## config.mk

```make
export PLATFORM = sky130hd
export DESIGN_NAME = program_loader
export DESIGN_NICKNAME = d
export VERILOG_FILES = /design/src/rtl/program_loader_pkg.sv /design/src/rtl/program_loader.sv
export SDC_FILE = /design/constraint.sdc
export NUM_CORES = 1
export LEC_CHECK = 0
export CORE_ASPECT_RATIO = 1.4
export CORE_MARGIN = 8
export CORE_UTILIZATION = 46
export DETAILED_ROUTE_END_ITERATION = 7
export HOLD_SLACK_MARGIN = 0.08
export PLACE_DENSITY_LB_ADDON = 0.12
export SYNTH_ARGS = -nofsm -noshare
export SYNTH_HDL_FRONTEND = slang
export SYNTH_SLANG_ARGS = --single-unit
```

## constraint.sdc

```tcl
create_clock -name CLOCK_50 -period 2.18 [get_ports CLOCK_50]
set_input_delay 0.218 -clock CLOCK_50 [delete_from_list [all_inputs] [get_ports CLOCK_50]]
set_output_delay 0.218 -clock CLOCK_50 [all_outputs]
set_load 0.005 [all_outputs]
```

## src/rtl/program_loader_pkg.sv

```systemverilog
// Shared loader definitions: state encodings, error codes and the code-section
// marker byte, which is also used by the assembler-facing tooling.
// Pure declarations; no latency or backpressure of its own.
package program_loader_pkg;

  // Loader FSM states.
  typedef enum logic [2:0] {
    LOADER_STATE_IDLE   = 3'd0,
    LOADER_STATE_LOAD   = 3'd1,
    LOADER_STATE_FINISH = 3'd2,
    LOADER_STATE_DONE   = 3'd3,
    LOADER_STATE_ERROR  = 3'd4
  } loader_state_t;

  // Values reported on the error port.
  localparam logic [1:0] LOADER_ERR_NONE       = 2'd0;
  localparam logic [1:0] LOADER_ERR_NO_MARKER  = 2'd1;
  localparam logic [1:0] LOADER_ERR_OVERFLOW   = 2'd2;
  localparam logic [1:0] LOADER_ERR_EMPTY_CODE = 2'd3;

  // Byte that ends the data section; code starts at the next address.
  localparam logic [7:0] LOADER_CODE_MARKER = 8'd14;

  // Outcome of a finished load, in priority order: an overflowed image is
  // always reported as overflow, then a missing marker, then a marker that
  // was the very last byte (code_start points one past the image).
  function automatic logic [1:0] loader_finish_code(
    input logic        overflow,
    input logic        found,
    input logic [31:0] code_start,
    input logic [31:0] byte_count
  );
    logic [1:0] code;
    code = LOADER_ERR_NONE;
    if (overflow)
      code = LOADER_ERR_OVERFLOW;
    else if (!found)
      code = LOADER_ERR_NO_MARKER;
    else if (code_start == byte_count)
      code = LOADER_ERR_EMPTY_CODE;
    return code;
  endfunction

endpackage

```

## src/rtl/program_loader.sv

```systemverilog
// Boot loader: copies a byte-stream program image into RAM from address 0 and
// locates the code-section marker. Latency: RAM write 1 cycle after accept.
// Backpressure: in_ready is high only in LOAD; one byte per cycle sustained.
//
// Ports:
//   CLOCK_50                      system clock, rising edge
//   reset                         synchronous active-high reset
//   start                         one-cycle pulse, honoured in IDLE/DONE/ERROR
//   in_valid/in_data/in_last      image byte stream (in_last marks final byte)
//   in_ready                      byte accepted on edges with in_valid && in_ready
//   mem_we/mem_addr/mem_wdata     registered RAM write port
//   busy                          LOAD or FINISH
//   done                          image loaded with a usable code section
//   error                         none / no marker / overflow / empty code
//   code_start                    first instruction address (marker + 1)
//   byte_count                    bytes written so far
module program_loader
  import program_loader_pkg::*;
#(
  parameter int         ADDR_WIDTH  = 23,
  parameter int         MAX_BYTES   = 8000000,
  parameter logic [7:0] CODE_MARKER = LOADER_CODE_MARKER
) (
  input  logic                  CLOCK_50,
  input  logic                  reset,
  input  logic                  start,
  input  logic                  in_valid,
  input  logic [7:0]            in_data,
  input  logic                  in_last,
  output logic                  in_ready,
  output logic                  mem_we,
  output logic [ADDR_WIDTH-1:0] mem_addr,
  output logic [7:0]            mem_wdata,
  output logic                  busy,
  output logic                  done,
  output logic [1:0]            error,
  output logic [31:0]           code_start,
  output logic [31:0]           byte_count
);

  localparam logic [31:0] LAST_INDEX = 32'(MAX_BYTES - 1);

  loader_state_t state, state_nxt;

  logic       found;       // first marker already seen in this image
  logic       overflow;    // RAM filled before in_last arrived
  logic       accept;
  logic       at_limit;    // the byte being offered would fill the last RAM slot
  logic [1:0] finish_code;

  assign accept      = in_valid && in_ready;
  assign at_limit    = (byte_count == LAST_INDEX);
  assign finish_code = loader_finish_code(overflow, found, code_start, byte_count);

  // State register.
  always_ff @(posedge CLOCK_50) begin
    if (reset)
      state <= LOADER_STATE_IDLE;
    else
      state <= state_nxt;
  end

  // Next-state logic.
  always_comb begin
    state_nxt = state;
    case (state)
      LOADER_STATE_IDLE,
      LOADER_STATE_DONE,
      LOADER_STATE_ERROR: begin
        if (start)
          state_nxt = LOADER_STATE_LOAD;
      end
      LOADER_STATE_LOAD: begin
        // Stop on the final byte, or on the byte that fills RAM.
        if (accept && (in_last || at_limit))
          state_nxt = LOADER_STATE_FINISH;
      end
      LOADER_STATE_FINISH: begin
        if (finish_code == LOADER_ERR_NONE)
          state_nxt = LOADER_STATE_DONE;
        else
          state_nxt = LOADER_STATE_ERROR;
      end
      default: state_nxt = LOADER_STATE_IDLE;
    endcase
  end

  // Combinational outputs decoded from state.
  always_comb begin
    in_ready = 1'b0;
    busy     = 1'b0;
    case (state)
      LOADER_STATE_LOAD: begin
        in_ready = 1'b1;
        busy     = 1'b1;
      end
      LOADER_STATE_FINISH: begin
        busy = 1'b1;
      end
      default: begin
        in_ready = 1'b0;
        busy     = 1'b0;
      end
    endcase
  end

  // Registered write port, counters and result flags.
  always_ff @(posedge CLOCK_50) begin
    if (reset) begin
      mem_we     <= 1'b0;
      mem_addr   <= '0;
      mem_wdata  <= '0;
      byte_count <= '0;
      code_start <= '0;
      found      <= 1'b0;
      overflow   <= 1'b0;
      done       <= 1'b0;
      error      <= LOADER_ERR_NONE;
    end else begin
      mem_we <= 1'b0;
      case (state)
        LOADER_STATE_IDLE,
        LOADER_STATE_DONE,
        LOADER_STATE_ERROR: begin
          // code_start is left alone; it is only meaningful once found is set.
          if (start) begin
            byte_count <= '0;
            found      <= 1'b0;
            overflow   <= 1'b0;
            done       <= 1'b0;
            error      <= LOADER_ERR_NONE;
          end
        end
        LOADER_STATE_LOAD: begin
          if (accept) begin
            mem_we     <= 1'b1;
            mem_addr   <= byte_count[ADDR_WIDTH-1:0];
            mem_wdata  <= in_data;
            byte_count <= byte_count + 32'd1;
            // Only the first marker splits the image; later ones are data.
            if (!found && (in_data == CODE_MARKER)) begin
              code_start <= byte_count + 32'd1;
              found      <= 1'b1;
            end
            if (at_limit && !in_last)
              overflow <= 1'b1;
          end
        end
        LOADER_STATE_FINISH: begin
          error <= finish_code;
          done  <= (finish_code == LOADER_ERR_NONE);
        end
        default: begin
          mem_we <= 1'b0;
        end
      endcase
    end
  end

endmodule

```

==> metrics.csv, run 1 <==
metric,value,unit
Total GRT Usage,0.210,
pwr dens,589,nW/um2
CTS sink cnt,104,
Gate Count Post-Synth,632,
compound-gate portion of the synthesized area,0.201,
hold slack,0.419,ns
post-CTS setup buffer count,0,
minimum clock period,2.07,ns
Chip Height,143,um
PostCTS Resize Cnt,0,
worst hold stages,3,
fraction of synthesized area in multiplexers,0.00587,
Synth Area in Simple Gates,0.226,
Pre-antenna DRT Iters,4,
Max Root-Sink Buffers,2,
syn avg cell area,8.43,um2
hold_sp,reset,
Fin Setup TNS,0,ns
Die Wd,107,um
Root Buffer,clkbuf_16,
via count,5025,
"slowest stage delay, CP",0.49,ns
critical path cell sequence,buf_4 -> inv_1 -> or3_4 -> nand2_1 -> clkdlybuf4s50_1,
top cell family by delay on the critical path,buffers and inverters,
Yosys warning count,0,
PortBufs,113,
combinational share of power,0.134,
Starting Density,0.470,
final period utilization,0.951,
first-pass GRT wire length,25900,um
WP data arrival,1.86,ns
maximum vdd drop,0.301,mV
layout cell share with drive strength beyond 1,0.157,
area growth from synthesis to layout,33.9,%
clock power share,0.403,
largest cells by area after synthesis,"dfxtp_1 39%, xnor2_1 7.2%, a211oi_2 6.6%, nand2_1 6.3%, a21oi_1 5.4%",
share of the synthesized area in the top cell type,0.391,
Slew Limit Fails,0,
Placeable Area,11300,um2
Reg power frac,0.462,
crit path max fanout,8,
Routability Congestion,0.893,
CTS Buf Count,9,
cell depth of the worst flop-to-flop path,6,
cell taking the most area after synthesis,dfxtp_1,
crit start category,flop,
Final ANT Viol Nets,0,
Hold WC Path Type,input pin to flop,
Worst EP required,1.96,ns
Post-Syn Area,5330,um2
Worst Path Buf+Inv,3,
post-detail-place hpwl,11800,um
hold buffers post-CTS,0,
register area share after synthesis,0.391,
clock insertion delay at the later pin of the skew report,0.34,ns
max cap viols,0,
Max Freq,482,MHz
final setup fails,0,
row count,46,
Hold Crit Endpoint,mem_wdata[2],
drt via density,5.58,
Net Switching,1.03,mW
Fin. Hold Viols,0,
Sw Share,0.244,
Int Power,3.17,mW
full die area,15300,um2
slew of the pin with the lowest slew margin,0.518,ns
DR DRC count,0,
total routed wirelength,16100,um
Synth top cells by count,"104 x dfxtp_1, 89 x nand2_1, 58 x a21oi_1",
slew margin rel.,0.655,
post-synthesis adder-cell area fraction,0.00235,
Synth Register Bits,104,
largest family of logic cells by synthesized area,simple AND/OR/NAND/NOR gates,
Setup Skew,0.00394,ns
crit path kind,flop to primary output,
# nets final,766,
R2R Path End,overflow,
clock-pin transition on the worst setup and hold timing paths,0.06,ns
H-tree levels,3,
Post-synth ARST share,0,
top_reg_cell synth,dfxtp_1,
Syn Nets,646,
Iter 0 DRT Violations,367,
"slowest stage cell, crit path",clkdlybuf4s50_1,
R2R Setup Slk,0.15,ns
Antenna Cells,0,
top-count cell post-synth,dfxtp_1,
Yosys cell types,58,
grt ovf,0,
RSZ-0062 raised after global routing,false,
CP Capture Type,primary output,
initial antenna violation count,0,
Ports,114,
"EDFF count, synth",0,
Post-Synth XOR/XNOR Area,0.100,
CTS tree,done,
run status,finished clean,
largest net degree at the start of global routing,92,
vias in the first global route,5099,
reg2reg start,byte_count[0],
Avg WL per Cell,17.9,um
P_leak,2.35,nW
cells by family (layout without fill, tap and decap cells):
group / count (synthesis) / after routing
AOI/OAI and AO/OA: 148 / 148
xor gates and xnor gates: 61 / 61
adders and majority gates: 1 / 1
buffers and inverters: 75 / 200
DFF: 104 / 104
muxes: 3 / 3
and+or+nand+nor: 240 / 240
layout by cell type (no fill, tap or decap), types with 3 or more instances in the layout:
cell and count:
clkdlybuf4s50_1 112, dfxtp_1 103, nand2_1 89, a21oi_1 58
buf_4 56, nor2_1 51, xnor2_1 44, a211oi_2 28
o21ai_0 19, nand4_1 18, xor2_1 17, nand3_1 15
nor3_1 13, a31oi_1 13, inv_1 11, or3_1 11
clkbuf_16 9, nand2b_1 5, nor4_1 5, nand3b_1 4
and3_1 4, nor2b_1 4, a41oi_1 4, clkbuf_8 4
buf_12 4, or4_1 3, o211ai_1 3, o31ai_1 3
a22oi_1 3, a211oi_1 3, a221oi_1 3
registers in the layout, summed over array words and instances (netlist names):
register    flops
byte_count     32
mem_addr       23
error           2
mem_we          1
mem_wdata       8
overflow        1
code_start     32
state           3
done            1
found           1
metal layers:
layer	routed length (um)	GRT usage	part of all wire	up-vias
met4	639	0.123	0.040	0
met1	6430	0.237	0.40	2374
met2	7980	0.353	0.50	171
met3	1050	0.0498	0.065	38
li1	-	-	-	2442
met5	0	0	0	-
final cells by class:
class	count	area, um2
clock buffer	14	284
multi-input combinational	453	2880
tap	144	180
fill	966	4210
timing repair buffer	172	1620
clock inverter	2	35.0
sequential	104	2080
inverter	12	45.0
worst max-delay path by stage:
stage                   startpoint  cells past startpoint  slack, ns        endpoint
floorplan            byte_count[1]                      6       0.07        overflow
global placement        in_data[4]                      7      -0.09  code_start[15]
detailed placement      in_data[4]                      7      -0.11  code_start[20]
CTS                 byte_count[29]                      6       0.02        error[0]
global route        byte_count[29]                      6       0.02        error[0]
finish                    state[1]                      5       0.11            busy
per-stage QoR:
stage	setup WS (ns)	cell area, um2	util	total power [mW]	instances
floorplan	0.0745	5330	-	2.29	632
CTS	0.0186	7120	0.628	4.23	901
global route	0.0218	7130	0.629	4.38	901
global placement	-0.0872	6800	0.600	2.53	885
finish	0.107	7130	0.629	4.20	901
detailed placement	-0.109	6800	0.600	2.54	885
power by group through the flow:
stage / clock (mW) / sequential [mW] / combinational (mW)
finish: 1.69 / 1.94 / 0.564
CTS: 1.73 / 1.94 / 0.562
floorplan: 0 / 1.99 / 0.309
global route: 1.83 / 1.94 / 0.605
detailed placement: 0 / 1.98 / 0.560
global placement: 0 / 1.98 / 0.551
worst register-to-register path: stages (launching register included):
cell	delay, ns
dfxtp_1	0.33
ha_1	0.19
nand3_2	0.09
or2_0	0.31
or4_4	0.59
o31a_1	0.27
a211oi_2	0.18
Note: power is estimated with default switching activity, not from simulation.
==> inputs of run 2 (changes only) <==
Settings changed: ABC_CLOCK_PERIOD_IN_PS set to 2180.
==> results of run 2 <==
Same layout as run 1: the final DEF is identical, and so are final timing and power.
==> inputs of run 3 (changes only) <==
Settings changed: PLACE_DENSITY set to 0.76, PLACE_DENSITY_LB_ADDON 0.12 to unset.
==> metrics.csv, run 3 (same netlist as run 1, synthesis figures left out) <==
metric,value,unit,change
largest net degree at the start of global routing,54,,was 92
PortBufs,113,,unchanged
global route hottest layer,met2,,unchanged
"commonest non-fill, non-tap cell in the layout",clkdlybuf4s50_1,,unchanged
Slew Limit Fails,0,,unchanged
RSZ-0062 raised after global routing,false,,unchanged
CTS sink cnt,104,,unchanged
H-tree levels,3,,unchanged
max cap viols,0,,unchanged
DR DRC count,0,,unchanged
CTS tree,done,,unchanged
Hold WC Path Type,input pin to flop,,unchanged
layout cell share with drive strength beyond 1,0.161,,was 0.157
Net Switching,1.07,mW,was 1.03 mW
Final ANT Viol Nets,0,,unchanged
vias in the first global route,5228,,was 5099
Worst EP required,1.96,ns,about the same
post-CTS setup buffer count,0,,unchanged
Chip Height,143,um,unchanged
Die Wd,107,um,unchanged
total routed wirelength,16600,um,was 16100 um
Placeable Area,11300,um2,unchanged
Starting Density,0.470,,unchanged
Total GRT Usage,0.215,,was 0.210
"slowest stage cell, crit path",clkdlybuf4s50_1,,unchanged
minimum clock period,2.10,ns,was 2.07 ns
Pre-antenna DRT Iters,6,,was 4
Final Instance Area,7130,um2,about the same
Post-Place Cell Area,6800,um2,about the same
area of the multi-input gates,2880,um2,unchanged
first-pass GRT wire length,26500,um,was 25900 um
combinational share of power,0.134,,about the same
final period utilization,0.963,,was 0.951
Routability Congestion,0.964,,was 0.893
row count,46,,unchanged
Worst Path Buf+Inv,3,,unchanged
slew margin rel.,0.542,,was 0.655
WP data arrival,1.88,ns,was 1.86 ns
M2 GR Usage,0.374,,was 0.353
met1 Track Usage GR,0.238,,was 0.237
Max Root-Sink Buffers,2,,unchanged
filler cell count,975,,was 966
crit start category,flop,,unchanged
maximum vdd drop,0.413,mV,was 0.301 mV
slew of the pin with the lowest slew margin,0.687,ns,was 0.518 ns
initial antenna violation count,0,,unchanged
clock power share,0.408,,was 0.403
final setup fails,0,,unchanged
area growth from synthesis to layout,33.8,%,was 33.9%
"Core Util, Final",0.629,,about the same
Ports,114,,unchanged
critical path cell sequence,buf_4 -> inv_1 -> or3_4 -> nand2_1 -> clkdlybuf4s50_1,,unchanged
CTS Buf Count,9,,unchanged
Reg power frac,0.458,,was 0.462
non-filler cells in the finished layout,904,,was 901
CP Capture Type,primary output,,unchanged
placed insts,888,,was 885
grt ovf,0,,unchanged
# nets final,769,,was 766
Avg WL per Cell,18.4,um,was 17.9 um
Antenna Cells,0,,unchanged
P_leak,2.35,nW,about the same
Max Freq,476,MHz,was 482 MHz
Top Registers,"byte_count x32, code_start x32, mem_addr x23",,unchanged
via count,5241,,was 5025
drt via density,5.80,,was 5.58
Fin. Hold Viols,0,,unchanged
Reg area,2080,um2,unchanged
Int Power,3.17,mW,about the same
clock-pin transition on the worst setup and hold timing paths,0.07,ns,was 0.06 ns
Sw Share,0.252,,was 0.244
full die area,15300,um2,unchanged
"slowest stage delay, CP",0.49,ns,about the same
crit path kind,flop to primary output,,unchanged
top cell family by delay on the critical path,buffers and inverters,,unchanged
Root Buffer,clkbuf_16,,unchanged
most frequent cells in the layout,"112 x clkdlybuf4s50_1, 103 x dfxtp_1, 89 x nand2_1, 61 x buf_4, 58 x a21oi_1",,"was 112 x clkdlybuf4s50_1, 103 x dfxtp_1, 89 x nand2_1, 58 x a21oi_1, 56 x buf_4"
Setup Skew,0.00752,ns,was 0.00394 ns
Iter 0 DRT Violations,403,,was 367
M3 GR Usage,0.0453,,was 0.0498
pwr dens,594,nW/um2,was 589 nW/um2
clock insertion delay at the later pin of the skew report,0.35,ns,was 0.34 ns
post-detail-place hpwl,12100,um,was 11800 um
run status,finished clean,,unchanged
crit path max fanout,8,,unchanged
-- run 3: cell types whose count changed in the layout (fill, tap and decap cells not counted), sizes merged --
cell	change
buf	+3
-- run 3: final cells by class --
cell class              count  area share
well taps                 144      0.0253
inverters                  12     0.00632
multi-input cells         453       0.404
flip-flops and latches    104       0.292
repair buffers            175       0.227
clock buffers              14      0.0399
clock inverters             2     0.00492
-- run 3: routing by layer --
metal / routed length [um] / share of wire / vias to the layer above
li1: - / - / 2448
met1: 6420 / 0.39 / 2533
met2: 8510 / 0.51 / 214
met3: 1040 / 0.063 / 46
met4: 642 / 0.039 / 0
met5: 0 / 0 / -
-- run 3: worst paths after layout --
check / start / end / slack, ns / cells after the start
worst max-delay path: state[1] / busy / 0.08 / 5
worst min-delay path: reset / mem_wdata[0] / 0.25 / 2
worst max register to register: byte_count[9] / error[1] / 0.09 / 7
worst min register to register: mem_addr[4] / mem_addr[4] / 0.45 / 2
-- run 3: through the flow --
stage	total power [mW]	TNS (ns)	hold WS, ns	setup slack, ns
6_report	4.24	0	0.248	0.0810
5_1_grt	4.38	0	0.247	0.0151
4_1_cts	4.24	0	0.240	0.00790
3_5_place_dp	2.54	-3.11	0.446	-0.148
3_3_place_gp	2.52	-1.99	0.441	-0.102
2_1_floorplan	2.29	0	0.306	0.0745
-- run 3: repair_timing --
item                       CTS  global route
hold buffers                 0             0
setup endpoints to repair    0            14
gates resized for setup      0             3
-- run 3: worst reg2reg max path, cell delays in order, from the launching register on --
cell      delay, ns
dfxtp_1        0.49
buf_4          0.21
xnor2_1        0.16
nand4_1        0.18
nor4_2         0.39
buf_4          0.19
nand3_1        0.09
a221oi_1       0.28
-- run 3: power groups by stage --
stage	logic, mW	registers (mW)	clock network [mW]
after floorplan	0.309	1.99	0
after global placement	0.540	1.98	0
after detailed placement	0.553	1.98	0
after CTS	0.562	1.94	1.74
after global routing	0.609	1.94	1.83
final	0.568	1.94	1.73
